===== src/rtl/multiport_register_file_if.sv =====
// Bus bundle for multiport_register_file: packed read/write address and data
// lanes, per-port write enables and the registered write-conflict flag.
interface multiport_register_file_if #(
  parameter int DATA_WIDTH = 32,
  parameter int ADDR_WIDTH = 5,
  parameter int NUM_READ   = 2,
  parameter int NUM_WRITE  = 2
);
  logic [NUM_READ*ADDR_WIDTH-1:0]  readRegister;
  logic [NUM_READ*DATA_WIDTH-1:0]  readData;
  logic [NUM_WRITE*ADDR_WIDTH-1:0] writeRegister;
  logic [NUM_WRITE*DATA_WIDTH-1:0] writeData;
  logic [NUM_WRITE-1:0]            WE;
  logic                            writeConflict;

  modport master (
    output readRegister, writeRegister, writeData, WE,
    input  readData, writeConflict
  );

  modport slave (
    input  readRegister, writeRegister, writeData, WE,
    output readData, writeConflict
  );
endinterface


===== src/rtl/multiport_register_file.sv =====
// Parametrised multi-port register file: asynchronous reads, synchronous writes,
// optional write-to-read bypass, optional hardwired zero entry, conflict flag.
module multiport_register_file #(
  parameter int DATA_WIDTH = 32,
  parameter int ADDR_WIDTH = 5,
  parameter int NUM_READ   = 2,
  parameter int NUM_WRITE  = 2,
  parameter int BYPASS     = 1,
  parameter int ZERO_REG   = 1
) (
  input logic                      clk,
  input logic                      reset,
  multiport_register_file_if.slave bus
);
  localparam int DEPTH = 2**ADDR_WIDTH;

  logic [DATA_WIDTH-1:0]           regs [DEPTH];
  logic [ADDR_WIDTH-1:0]           wAddr [NUM_WRITE];
  logic [DATA_WIDTH-1:0]           wData [NUM_WRITE];
  logic [NUM_WRITE-1:0]            wEff;
  logic                            conflictNext;
  logic                            conflictQ;
  logic [NUM_READ*DATA_WIDTH-1:0]  rdPacked;

  // Enables are pre-filtered so writes to a hardwired zero entry vanish
  // everywhere: storage, bypass and conflict detection alike.
  for (genvar gi = 0; gi < NUM_WRITE; gi++) begin : g_wport
    assign wAddr[gi] = bus.writeRegister[gi*ADDR_WIDTH +: ADDR_WIDTH];
    assign wData[gi] = bus.writeData[gi*DATA_WIDTH +: DATA_WIDTH];
    assign wEff[gi]  = bus.WE[gi] && !((ZERO_REG != 0) && (wAddr[gi] == '0));
  end

  always_comb begin
    conflictNext = 1'b0;
    for (int unsigned i = 0; i < NUM_WRITE; i++) begin
      for (int unsigned j = i + 1; j < NUM_WRITE; j++) begin
        if (wEff[i] && wEff[j] && (wAddr[i] == wAddr[j])) conflictNext = 1'b1;
      end
    end
  end

  // Ascending port order: the last non-blocking write wins, giving the
  // highest enabled port priority on an address collision.
  always_ff @(posedge clk) begin
    if (reset) begin
      for (int unsigned e = 0; e < DEPTH; e++) regs[e] <= '0;
      conflictQ <= 1'b0;
    end else begin
      for (int unsigned i = 0; i < NUM_WRITE; i++) begin
        if (wEff[i]) regs[wAddr[i]] <= wData[i];
      end
      conflictQ <= conflictNext;
    end
  end

  always_comb begin
    logic [ADDR_WIDTH-1:0] rAddr;
    logic [DATA_WIDTH-1:0] rVal;
    rdPacked = '0;
    rAddr    = '0;
    rVal     = '0;
    for (int unsigned k = 0; k < NUM_READ; k++) begin
      rAddr = bus.readRegister[k*ADDR_WIDTH +: ADDR_WIDTH];
      rVal  = regs[rAddr];
      if ((BYPASS != 0) && !reset) begin
        for (int unsigned i = 0; i < NUM_WRITE; i++) begin
          if (wEff[i] && (wAddr[i] == rAddr)) rVal = wData[i];
        end
      end
      if ((ZERO_REG != 0) && (rAddr == '0)) rVal = '0;
      rdPacked[k*DATA_WIDTH +: DATA_WIDTH] = rVal;
    end
  end

  assign bus.readData      = rdPacked;
  assign bus.writeConflict = conflictQ;
endmodule


===== src/flat_wrapper.sv =====
// flat-port wrapper written by rule: the top's interface ports become plain ports
module multiport_register_file_flat 
#(
  parameter int DATA_WIDTH = 32,
  parameter int ADDR_WIDTH = 5,
  parameter int NUM_READ   = 2,
  parameter int NUM_WRITE  = 2,
  parameter int BYPASS     = 1,
  parameter int ZERO_REG   = 1
)
  (clk, reset, bus_readRegister, bus_writeRegister, bus_writeData, bus_WE, bus_readData, bus_writeConflict);
  multiport_register_file_if #(.DATA_WIDTH(DATA_WIDTH), .ADDR_WIDTH(ADDR_WIDTH), .NUM_READ(NUM_READ), .NUM_WRITE(NUM_WRITE)) bus_i ();
  input logic clk;
  input logic reset;
  input wire logic [$bits(bus_i.readRegister)-1:0] bus_readRegister;
  input wire logic [$bits(bus_i.writeRegister)-1:0] bus_writeRegister;
  input wire logic [$bits(bus_i.writeData)-1:0] bus_writeData;
  input wire logic [$bits(bus_i.WE)-1:0] bus_WE;
  output wire logic [$bits(bus_i.readData)-1:0] bus_readData;
  output wire logic [$bits(bus_i.writeConflict)-1:0] bus_writeConflict;
  assign bus_i.readRegister = bus_readRegister;
  assign bus_i.writeRegister = bus_writeRegister;
  assign bus_i.writeData = bus_writeData;
  assign bus_i.WE = bus_WE;
  assign bus_readData = bus_i.readData;
  assign bus_writeConflict = bus_i.writeConflict;
  multiport_register_file #(.DATA_WIDTH(DATA_WIDTH), .ADDR_WIDTH(ADDR_WIDTH), .NUM_READ(NUM_READ), .NUM_WRITE(NUM_WRITE), .BYPASS(BYPASS), .ZERO_REG(ZERO_REG)) u_core (.clk(clk), .reset(reset), .bus(bus_i));
endmodule

===== config.mk =====
export PLATFORM = sky130hd
export DESIGN_NAME = multiport_register_file_flat
export DESIGN_NICKNAME = d
export VERILOG_FILES = /design/src/rtl/multiport_register_file_if.sv /design/src/rtl/multiport_register_file.sv /design/src/flat_wrapper.sv
export SDC_FILE = /design/constraint.sdc
export NUM_CORES = 2
export LEC_CHECK = 0
export CORE_UTILIZATION = 30
export DETAILED_ROUTE_END_ITERATION = 12
export GPL_ROUTABILITY_DRIVEN = 0
export REMOVE_ABC_BUFFERS = 1
export SLEW_MARGIN = 5
export SYNTH_ARGS = -nofsm -noshare
export SYNTH_HDL_FRONTEND = slang
export SYNTH_SLANG_ARGS = --single-unit

===== constraint.sdc =====
create_clock -name clk -period 13.4 [get_ports clk]
set_input_delay 4.02 -clock clk [delete_from_list [all_inputs] [get_ports clk]]
set_output_delay 4.02 -clock clk [all_outputs]
set_load 0.02 [all_outputs]

# Yosys cells after proc, flatten, opt, wreduce, memory -nomap -nowiden
# Memories as Yosys holds them, arrays and structs flattened.
# Cells that the tools add are included.
# classes
reduce_logical	16
n_mux	23
n_eq_ne	5
# ops
operator	count
$mux 32	10
$reduce_or 32->1	2
$eq 5x5->1	5
$logic_not 5->1	4
$mux 1	11
$mux 5	2
$logic_and 1x1->1	8
$logic_not 1->1	2
# totals
inputBits	88
register_bits	1
out_inout_bits	65
memories	1
elab_cells	46
ramBits	1024
# mem_list
memory	depth	word_bits	read_ports	rd_clocked_by_memory_dff	write_ports	line	text
u_core.regs	32	32	2	0	32	multiport_register_file.sv:17	logic [DATA_WIDTH-1:0] regs [DEPTH];

# Longest topological paths before layout
# depth
ltp_word	8
depth_mapped	9
ltp_nobuf	5

# Worst setup path before layout
# No wires, ideal clock.
# synth_timing
path_kind	input to output
start	input bus_writeRegister[7]
end	output bus_readData[22]
t_arrival_ns	5.962
path_slack_ns	3.418
t_required_ns	9.380
cell_stages	8
path_buffers	3
path_cell_list	buf_6 > or4_4 > o211ai_2 > or2_1 > buf_4 > a21oi_2 > buf_2 > o32ai_1
# synth_between
elab_chain_len	7
# synth_lines
element	line	text
start: declaration	flat_wrapper.sv:16	input wire logic [$bits(bus_i.writeRegister)-1:0] bus_writeRegister;
$logic_not 5->1	multiport_register_file.sv:30	assign wEff[gi] = bus.WE[gi] && !((ZERO_REG != 0) && (wAddr[gi] == '0));
$logic_not 1->1	multiport_register_file.sv:30	
$logic_and 1x1->1	multiport_register_file.sv:30	
$logic_and 1x1->1 (*)	multiport_register_file.sv:67	if (wEff[i] && (wAddr[i] == rAddr)) rVal = wData[i];
$mux 32 (*)	multiport_register_file.sv:67	
$mux 32 (*)	multiport_register_file.sv:65	if ((BYPASS != 0) && !reset) begin
$mux 32 (*)	multiport_register_file.sv:70	if ((ZERO_REG != 0) && (rAddr == '0)) rVal = '0;
end: declaration	flat_wrapper.sv:19	output wire logic [$bits(bus_i.readData)-1:0] bus_readData;
# Mark *: on every way between the ends. The rest lies on a longest branch, timed or not.

# Worst setup path after layout
# layout_timing
start	input bus_readRegister[4]
end	output bus_readData[17]
# layout_between
elab_chain_len	6
# layout_lines
element	line	text
start: declaration	flat_wrapper.sv:15	input wire logic [$bits(bus_i.readRegister)-1:0] bus_readRegister;
parallel branches: the longest is 5 deep, another holds $mem_v2 32x32	-	
$mux 32 (*)	multiport_register_file.sv:70	
# Every way passes the cells marked *.

==> metrics.md <==
| Metric | Value |
|---|---|
| Outcome | finished, final reports clean |
| Total gr overflow | 0 |
| Layout area overhead | 13.2% |
| Leading area contributor after synthesis | edfxtp_1 |
| Synth unique cells | 50 |
| Worst Path Required | 9.38 ns |
| Ant diodes | 0 |
| Setup Viol. Count Final | 0 |
| Total Routing Usage GR | 0.246 |
| Peak supply drop | 0.000111 V |
| DR WL/cell | 34.9 um |
| Worst Hold End | u_core.regs[0][26] |
| Ys flop type | edfxtp_1 |
| Routed WL | 261000 um |
| Vias | 49000 |
| Antenna violations before repair | 6 |
| Switching part of the total | 0.277 |
| Register bit total from synthesis | 1025 |
| Tcrit/Tclk final | 0.899 |
| Hold_buf cts | 0 |
| Worst hold stages | 2 |
| Synth Area in XOR/XNOR | 0.00344 |
| Drt drc | 0 |
| Post-Synth Adder-Cell Area | 0 |
| Clock root buffer | clkbuf_16 |
| CTS tree | built |
| Overall Power | 0.00811 W |
| LEAKAGE | 22.4 nW |
| Fin. Hold Viols | 0 |
| Net Sw Power | 0.00225 W |
| Sink Count | 1025 |
| CP Capture Type | output pin |
| Largest net degree at the start of global routing | 102 |
| First-pass GRT wire length | 363000 um |
| Starting DRT DRC Count | 7120 |
| DP Cell Count | 7288 |
| Post-DR vias/cell | 6.55 |
| Drt pass-1 iters | 7 |
| Clock buffer depth | 3 |
| Async set-reset flop share out of synthesis | 0 |
| DP Worst Slack | 1.33 ns |
| Synth top area share | 0.503 |
| Crit Path Max Fanout | 23 |
| Clock share of power | 0.371 |
| RSZ-0062 raised after global routing | false |
| Number of gates resized after CTS | 0 |
| Post-Synthesis Cell Area | 61100 um2 |
| EDFF count, synth | 1024 |
| Total number of placement rows | 165 |
| Post-synthesis compound-gate area fraction | 0.200 |
| TritonCTS buffer count | 108 |
| Mean Syn Cell Area | 12.4 um2 |
| Final Non-Filler Cells | 7482 |
| Final HPWL DP | 153000 um |
| Largest family of logic cells by synthesized area | compound AO/OA/AOI/OAI gates |
| Nature of the critical path startpoint | input port |
| Seq/Total Area, Yosys | 0.503 |
| Vias in the first global route | 48300 |
| Mux cell area share after synthesis | 0.186 |
| Port Buffers | 152 |
| Critical Path AT | 8.03 ns |
| Post-CTS Setup Inserts | 0 |
| Setup CP Type | in -> out |
| Rel. slew slack | 0.162 |
| Die area | 206000 um2 |
| Hold WC Path Type | in -> reg |
| Power Density | 117 nW/um2 |
| Starting density of the core | 0.302 |
| Setup_tns | 0 ns |
| Sequential Area | 30800 um2 |
| Seq pwr share | 0.470 |
| Cells after Synth | 4920 |
| Hold path start | reset |
| Share of layout cells above drive strength 1 | 0.240 |
| Logic gate share of total power | 0.159 |
| Largest cells by area after synthesis | edfxtp_1 (50%), a22o_1 (12%), mux4_2 (9.4%) |
| Pins Over Slew Limit | 0 |
| Synth Area in Simple Gates | 0.0567 |
| Area of the core | 202000 um2 |
| Die width | 453 um |
| Multi-input gate area | 28100 um2 |
| Setup WS post-layout | 1.35 ns |
| Die Y | 453 um |
| Int Pwr | 0.00586 W |
| H-Tree Depth | 3 |
| FMAX | 83.0 MHz |
| Fillers | 19600 |
| Post-route ant nets | 0 |
| # IOs | 153 |
| Yosys warning count | 0 |
| Final Critical Period | 12.05 ns |
| Worst-path clk slew | 0.06 ns |
| Post-layout net count | 4814 |
| Max-cap viol count | 0 |
| Slew @ Worst Pin | 1.25 ns |
power by group through the flow:
stage | clock network [W] | logic (W) | registers [W]
after floorplan | 0 | 0.000577 | 0.00385
after global placement | 0 | 0.00125 | 0.00386
after detailed placement | 0 | 0.00126 | 0.00387
after CTS | 0.00302 | 0.00126 | 0.00381
after global routing | 0.00313 | 0.00132 | 0.00383
final | 0.00301 | 0.00129 | 0.00381
Yosys cell counts, types with 62 or more instances:
cell type	number
o32ai_1	62
edfxtp_1	1024
o21ai_0	237
a31oi_1	64
buf_2	171
a22oi_1	128
mux4_2	256
nand2_1	394
mux2i_1	128
a211oi_1	66
clkbuf_1	498
nor3_1	224
a22o_1	864
mux2_2	383
o22ai_1	160
logic make-up after synthesis:
| family | Yosys count |
|---|---|
| compound gates | 1588 |
| xor+xnor | 24 |
| buf+inv | 754 |
| flops | 1025 |
| mux | 767 |
| other cells | 1 |
| simple gates | 761 |
final cells by class:
cell class / instances / area share
sequential: 1025 / 0.445
multi-input combinational: 3172 / 0.406
timing repair buffer: 387 / 0.0503
tap: 2672 / 0.0483
clock buffer: 133 / 0.0404
clock inverter: 61 / 0.00871
inverter: 32 / 0.00174
per-stage QoR:
stage          area [um2]  hold WS, ns  utilization
2_1_floorplan       58300         4.13            -
3_3_place_gp        65800         4.80        0.325
3_5_place_dp        65800         4.80        0.325
4_1_cts             69200         4.01        0.342
5_1_grt             69200         4.03        0.342
6_report            69200         4.01        0.342
worst max path at each step:
stage                         start          endpoint  slack [ns]  cells past startpoint
2_1_floorplan  bus_writeRegister[6]   bus_readData[0]        2.19                      5
3_3_place_gp   bus_writeRegister[4]  bus_readData[37]        1.37                      8
3_5_place_dp   bus_writeRegister[4]  bus_readData[37]        1.33                      8
4_1_cts        bus_writeRegister[4]  bus_readData[37]        1.32                      8
5_1_grt        bus_writeRegister[2]  bus_readData[37]        1.27                      8
6_report        bus_readRegister[4]  bus_readData[17]        1.35                      7
flip-flops by register name (all words and copies together) (netlist names):
register	count
u_core.bus.writeConflict	1
u_core.regs	1024
cells in the final DEF, fill, tap and decap left out, types with 32 or more instances in the layout:
cell | Yosys | final
edfxtp_1 | 1024 | 1024
a22o_1 | 864 | 864
nand2_1 | 394 | 391
mux2_2 | 383 | 383
mux4_2 | 256 | 256
o21ai_0 | 237 | 224
buf_4 | 13 | 221
nor3_1 | 224 | 193
o22ai_1 | 160 | 160
clkdlybuf4s50_1 | 0 | 147
mux2i_1 | 128 | 128
a22oi_1 | 128 | 128
clkbuf_16 | 0 | 108
a211oi_1 | 66 | 66
a31oi_1 | 64 | 64
o32ai_1 | 62 | 62
inv_1 | 32 | 32
conb_1 | 1 | 32
routing by layer:
metal | global-route usage | wire, um | vias to the layer above
li1 | - | - | 19400
met1 | 0.298 | 92500 | 24600
met2 | 0.382 | 118000 | 4035
met3 | 0.0673 | 32700 | 937
met4 | 0.162 | 18500 | 8
met5 | 0.000700 | 59 | -
worst max-delay path: stages:
cell             delay (ns)
clkdlybuf4s50_1        0.76
nor2b_4                0.97
o21ai_0                0.29
a211oi_1               0.57
nor3_1                 0.18
o32ai_1                0.50
clkdlybuf4s50_1        0.70
(Power assumes the default switching activity.)
